File: src/rtl/minimig_sram_arbiter.sv
// Slot sequencer sharing the external async 16-bit SRAM between the chipset
// bus and a host port. Chipset has absolute priority; the host gets any slot
// the chipset leaves free. All SRAM strobes are registered and phase-aligned
// to the c1/c3 enables (Q0..Q3 = one 4-clk slot).
module minimig_sram_arbiter #(
    parameter int unsigned ADDR_W     = 22,
    parameter int unsigned WAIT_LIMIT = 15
) (
    input  logic            clk,
    input  logic            _reset,
    input  logic            c1,
    input  logic            c3,
    input  logic            chip_sel,
    input  logic [ADDR_W:1] chip_addr,
    input  logic            chip_rd,
    input  logic            chip_hwr,
    input  logic            chip_lwr,
    input  logic [15:0]     chip_wdata,
    output logic [15:0]     chip_rdata,
    input  logic            host_req,
    input  logic            host_we,
    input  logic [1:0]      host_be,
    input  logic [ADDR_W:1] host_addr,
    input  logic [15:0]     host_wdata,
    output logic [15:0]     host_rdata,
    output logic            host_ack,
    output logic            host_starved,
    output logic [ADDR_W:1] sram_addr,
    output logic [15:0]     sram_dout,
    input  logic [15:0]     sram_din,
    output logic            _sram_we,
    output logic            _sram_oe,
    output logic            _sram_bhe,
    output logic            _sram_ble
);

    localparam int unsigned CNT_W = 8;
    localparam logic [CNT_W-1:0] CNT_MAX = CNT_W'(WAIT_LIMIT);

    typedef enum logic [1:0] {
        IDLE = 2'd0,
        CHIP = 2'd1,
        HOST = 2'd2
    } state_t;

    state_t           state;
    logic             slot_write;
    logic             ack_pending;
    logic [CNT_W-1:0] wait_cnt;

    logic             q0_c;
    logic             q1_c;
    logic             q2_c;
    logic             q3_c;
    logic             chip_req_c;
    logic             host_win_c;
    logic [CNT_W-1:0] wait_cnt_next_c;

    // Phase decode, grant decision and starvation counter update for the Q1 edge
    always_comb begin
        q0_c            = !c1 && !c3;
        q1_c            =  c1 && !c3;
        q2_c            =  c1 &&  c3;
        q3_c            = !c1 &&  c3;
        chip_req_c      = chip_sel && (chip_rd || chip_hwr || chip_lwr);
        host_win_c      = !chip_req_c && host_req && !ack_pending;
        wait_cnt_next_c = wait_cnt;
        if (host_req && chip_req_c) begin
            if (wait_cnt != CNT_MAX) begin
                wait_cnt_next_c = wait_cnt + CNT_W'(1);
            end
        end else if (host_win_c || !host_req) begin
            wait_cnt_next_c = '0;
        end
    end

    // Slot state machine: grant at Q1, write strobe at Q2, read capture at Q3, release at Q0
    always_ff @(posedge clk or negedge _reset) begin
        if (!_reset) begin
            state        <= IDLE;
            slot_write   <= 1'b0;
            ack_pending  <= 1'b0;
            wait_cnt     <= '0;
            chip_rdata   <= '0;
            host_rdata   <= '0;
            host_ack     <= 1'b0;
            host_starved <= 1'b0;
            sram_addr    <= '0;
            sram_dout    <= '0;
            _sram_we     <= 1'b1;
            _sram_oe     <= 1'b1;
            _sram_bhe    <= 1'b1;
            _sram_ble    <= 1'b1;
        end else begin
            host_ack <= 1'b0;
            if (q1_c) begin
                ack_pending  <= 1'b0;
                wait_cnt     <= wait_cnt_next_c;
                host_starved <= (wait_cnt_next_c == CNT_MAX);
                if (chip_req_c) begin
                    state      <= CHIP;
                    slot_write <= !chip_rd;
                    sram_addr  <= chip_addr;
                    sram_dout  <= chip_wdata;
                    _sram_oe   <= !chip_rd;
                    _sram_bhe  <= !(chip_rd || chip_hwr);
                    _sram_ble  <= !(chip_rd || chip_lwr);
                end else if (host_win_c) begin
                    state      <= HOST;
                    slot_write <= host_we;
                    sram_addr  <= host_addr;
                    sram_dout  <= host_wdata;
                    _sram_oe   <= host_we;
                    _sram_bhe  <= host_we && !host_be[1];
                    _sram_ble  <= host_we && !host_be[0];
                end
            end else if (q2_c) begin
                chip_rdata <= '0;
                // A write with no byte lane enabled still uses the slot but never pulses we
                if (slot_write && !(_sram_bhe && _sram_ble)) begin
                    _sram_we <= 1'b0;
                end
            end else if (q3_c) begin
                if (state == CHIP && !slot_write) begin
                    chip_rdata <= sram_din;
                end
                if (state == HOST && !slot_write) begin
                    host_rdata <= sram_din;
                end
            end else if (q0_c) begin
                state       <= IDLE;
                slot_write  <= 1'b0;
                _sram_we    <= 1'b1;
                _sram_oe    <= 1'b1;
                _sram_bhe   <= 1'b1;
                _sram_ble   <= 1'b1;
                // Pending blocks the host from re-winning the very next Q1
                ack_pending <= (state == HOST);
                if (state == HOST) begin
                    host_ack <= 1'b1;
                end
            end
        end
    end

endmodule

File: config.mk
export PLATFORM = sky130hd
export DESIGN_NAME = minimig_sram_arbiter
export DESIGN_NICKNAME = d
export VERILOG_FILES = /design/src/rtl/minimig_sram_arbiter.sv
export SDC_FILE = /design/constraint.sdc
export NUM_CORES = 1
export LEC_CHECK = 0
export ABC_AREA = 1
export CELL_PAD_IN_SITES_DETAIL_PLACEMENT = 1
export CELL_PAD_IN_SITES_GLOBAL_PLACEMENT = 2
export CORE_MARGIN = 2
export CORE_UTILIZATION = 24
export DETAILED_ROUTE_END_ITERATION = 10
export PLACE_DENSITY_LB_ADDON = 0.1
export SLEW_MARGIN = 10
export SYNTH_ARGS = -nofsm -noshare
export SYNTH_HDL_FRONTEND = slang
export SYNTH_SLANG_ARGS = --single-unit
File: constraint.sdc
create_clock -name clk -period 1.8 [get_ports clk]
set_clock_uncertainty 0.2 [all_clocks]
set_input_delay 0.18 -clock clk [delete_from_list [all_inputs] [get_ports clk]]
set_output_delay 0.18 -clock clk [all_outputs]
set_load 0.02 [all_outputs]
==> impl_metrics.yaml <==
outcome:
  status: "finished clean"
worst_setup_path:
  worstSetupPathType: "input pin to flip-flop"
  critPathLaunchType: "input pin"
  path_cells: "clkdlybuf4s50_1 -> inv_1 -> nand2_2 -> nand2_4 -> nand2_1 -> nor2_4 -> o21ai_4 -> buf_12 -> clkbuf_16 -> o31ai_1"
  crit_fanout: 14
  crit_required_ps: 1850
  crit_slowest_cell: "clkdlybuf4s50_1"
  endpoint_kind: "flip-flop"
  critPathMaxStageDelay_ps: 470
  cp.arrival_ps: 1810
cts:
  cts_made_buffers: 9
  htreeDepth: 3
  clock_latency_ps: 350
  path_clk_slew_ps: 70
  cts_sinks: 88
  cts_root_buf: "clkbuf_16"
  tritoncts: "done"
  clk_path_buf_depth: 2
floorplan:
  die_y_um: 137
  die_area_um2: 18700
  rows: 48
  dieWidth_um: 137
  coreArea_um2: 17200
  io_pins: 180
  initial_core_util_pct: 24.5
pwr:
  ir_worst_vdd_v: 0.000622
  power_density_nw_per_um2: 1050
  fin_total_pwr_w: 0.00746
  p_leak_nw: 3.20
synthesis:
  yosys_warnings: 0
  netlist_instances: 487
  ys_seq_elements: 88
  synth.distinct_cells: 31
  syn_area_um2: 4230
  syn_avg_cell_area_um2: 8.68
  synth-seq-area-share_pct: 52.2
  syn-num-nets: 596
routing:
  num_vias: 4284
  viasPerCell: 4.58
  wl_per_cell_um: 16.3
  wl_mm: 15.2
  first_iter_violations: 117
  drcViolationCount: 0
  antenna_left: 0
  drtPass1Iterations: 4
placed_design:
  pre_cts_ws_ps: -489
  placed_area_um2: 6600
  routabilityCongestion: 0.778
  hpwl_mm: 11.3
  io_buffers: 179
timing:
  slew_headroom_pct: 75.1
  fmax_mhz: 569
  finalSetupViolations: 0
  finalWorstSetupSlack_ps: 43.3
  drv_slew: 0
  fin_crit_sh_pct: 97.6
  finalCriticalPeriod_ps: 1760
  grt_setup_unrepaired: "yes"
  tightest_slew_ps: 372
  final.setup.tns_ps: 0
  hold_viol: 0
layout:
  final_area_um2: 7130
  finalNetCount: 814
  n_antenna_cell: 0
  fillers: 1983
  post-route-util_pct: 41.4
  drive_above_1_share_pct: 16.9
  area_growth_pct: 68.8
global_routing:
  grt_pass1_vias: 4499
  grt_max_degree: 40
  antenna_found_initial: 0
  overflow: 0
  grtUsageTotal_pct: 16.4
  grt_pass1_wl_mm: 23.4
run:
  maxCapViolCount: 0
worst_hold_path:
  hold_path.class: "input pin to async pin"
-- final cells by class --
type / count / area [um2] / area share, %
Clock buffer: 11 / 253 / 3.54
Clock inverter: 5 / 63.8 / 0.895
Tap cell: 225 / 282 / 3.95
Sequential cell: 88 / 2210 / 31.0
Multi-Input combinational cell: 350 / 1910 / 26.7
Timing Repair Buffer: 232 / 2330 / 32.7
Inverter: 24 / 90.1 / 1.26
-- layout by cell type (no fill, tap or decap), types with 8 or more instances in the layout --
cell type        instances
inv_1                   22
nand2_1                101
nor2_1                  92
o21ai_0                 29
nand3_1                 29
clkdlybuf4s50_1        170
clkbuf_16               11
o31ai_1                 29
o31ai_2                 10
buf_12                   8
buf_4                   43
mux2_2                  16
dfrtp_1                 83
-- where the power goes --
part / total (W) / internal (W) / leakage (nW) / switching (W)
Clock: 0.00201 / 0.00116 / 0.152 / 0.000844
Combinational: 0.00272 / 0.00139 / 1.96 / 0.00133
Sequential: 0.00273 / 0.00246 / 1.10 / 0.000263
-- synth_stat cells, drive strengths merged --
library cell / count / area (um2)
buf: 16 / 98.8
o21ai: 35 / 179
a21boi: 2 / 18.8
o22ai: 3 / 18.8
nand2: 104 / 400
xor2: 1 / 8.76
a21oi: 2 / 10.0
clkbuf: 9 / 33.8
nor2: 102 / 398
nor3: 1 / 5.00
a31oi: 3 / 18.8
mux2: 16 / 180
nand4: 6 / 37.5
inv: 24 / 90.1
dfstp: 4 / 105
dfrtp: 84 / 2100
nand3: 31 / 155
o31ai: 39 / 303
ha: 5 / 62.6
-- final timing paths --
path | from | endpoint | slack, ps | depth (start not counted)
max in group asynchronous | _reset | _sram_ble$_DFFE_PN1P_ | 730 | 3
worst max-delay path | chip_lwr | sram_addr[4]$_DFFE_PN0P_ | 40 | 10
worst max register to register | wait_cnt[1]$_DFFE_PN0P_ | host_starved$_DFFE_PN0P_ | 50 | 11
worst min-delay path | _reset | host_rdata[7]$_DFFE_PN0P_ | 100 | 2
worst min register to register | host_starved$_DFFE_PN0P_ | host_starved$_DFFE_PN0P_ | 280 | 2
min in group clk | c3 | _sram_we$_DFFE_PN1P_ | 130 | 4
-- repair_timing --
item,in CTS,in global routing
buffers inserted,0,6
cloned,0,2
gates resized for setup,11,24
setup endpoints to repair,21,79
hold endpoints to repair,84,0
hold buffers,1,0
pin swaps,0,7
-- routing by layer --
metal / vias up / wire length, um / track usage (%)
met5: - / 0 / 0
met4: 0 / 319 / 6.60
met3: 19 / 887 / 3.78
met2: 104 / 7570 / 27.4
met1: 2091 / 6470 / 20.2
li1: 2070 / - / -
-- worst max-delay path: cells and delay by family --
kind | cells | cell delay [ps]
buffers and inverters | 4 | 900
AO/OA/AOI/OAI | 2 | 290
AND/OR/NAND/NOR | 4 | 430
-- through the flow --
step | hold WS [ps] | std cells
6_report | 95.0 | 935
5_1_grt | 124 | 935
4_1_cts | 95.6 | 927
3_5_place_dp | -72.2 | 910
3_3_place_gp | -71.6 | 910
2_1_floorplan | -316 | 487
-- cell families (layout without fill, tap and decap cells) --
| family | Yosys count | count (layout) | share of synthesized area [%] |
|---|---|---|---|
| and+or+nand+nor | 244 | 244 | 23.6 |
| AOI/OAI and AO/OA | 84 | 84 | 13.0 |
| buffers and inverters | 49 | 272 | 5.27 |
| adders and majority gates | 5 | 5 | 1.48 |
| muxes | 16 | 16 | 4.26 |
| DFF | 88 | 88 | 52.2 |
| xor gates and xnor gates | 1 | 1 | 0.207 |
-- flip-flops by register name, indices dropped and copies added (netlist names) --
name / count
sram_addr: 22
chip_rdata: 16
host_rdata: 16
sram_dout: 16
wait_cnt: 8
state: 2
_sram_bhe: 1
_sram_ble: 1
_sram_oe: 1
_sram_we: 1
ack_pending: 1
host_ack: 1
host_starved: 1
slot_write: 1
No activity file was read; power rests on OpenSTA's default activity.
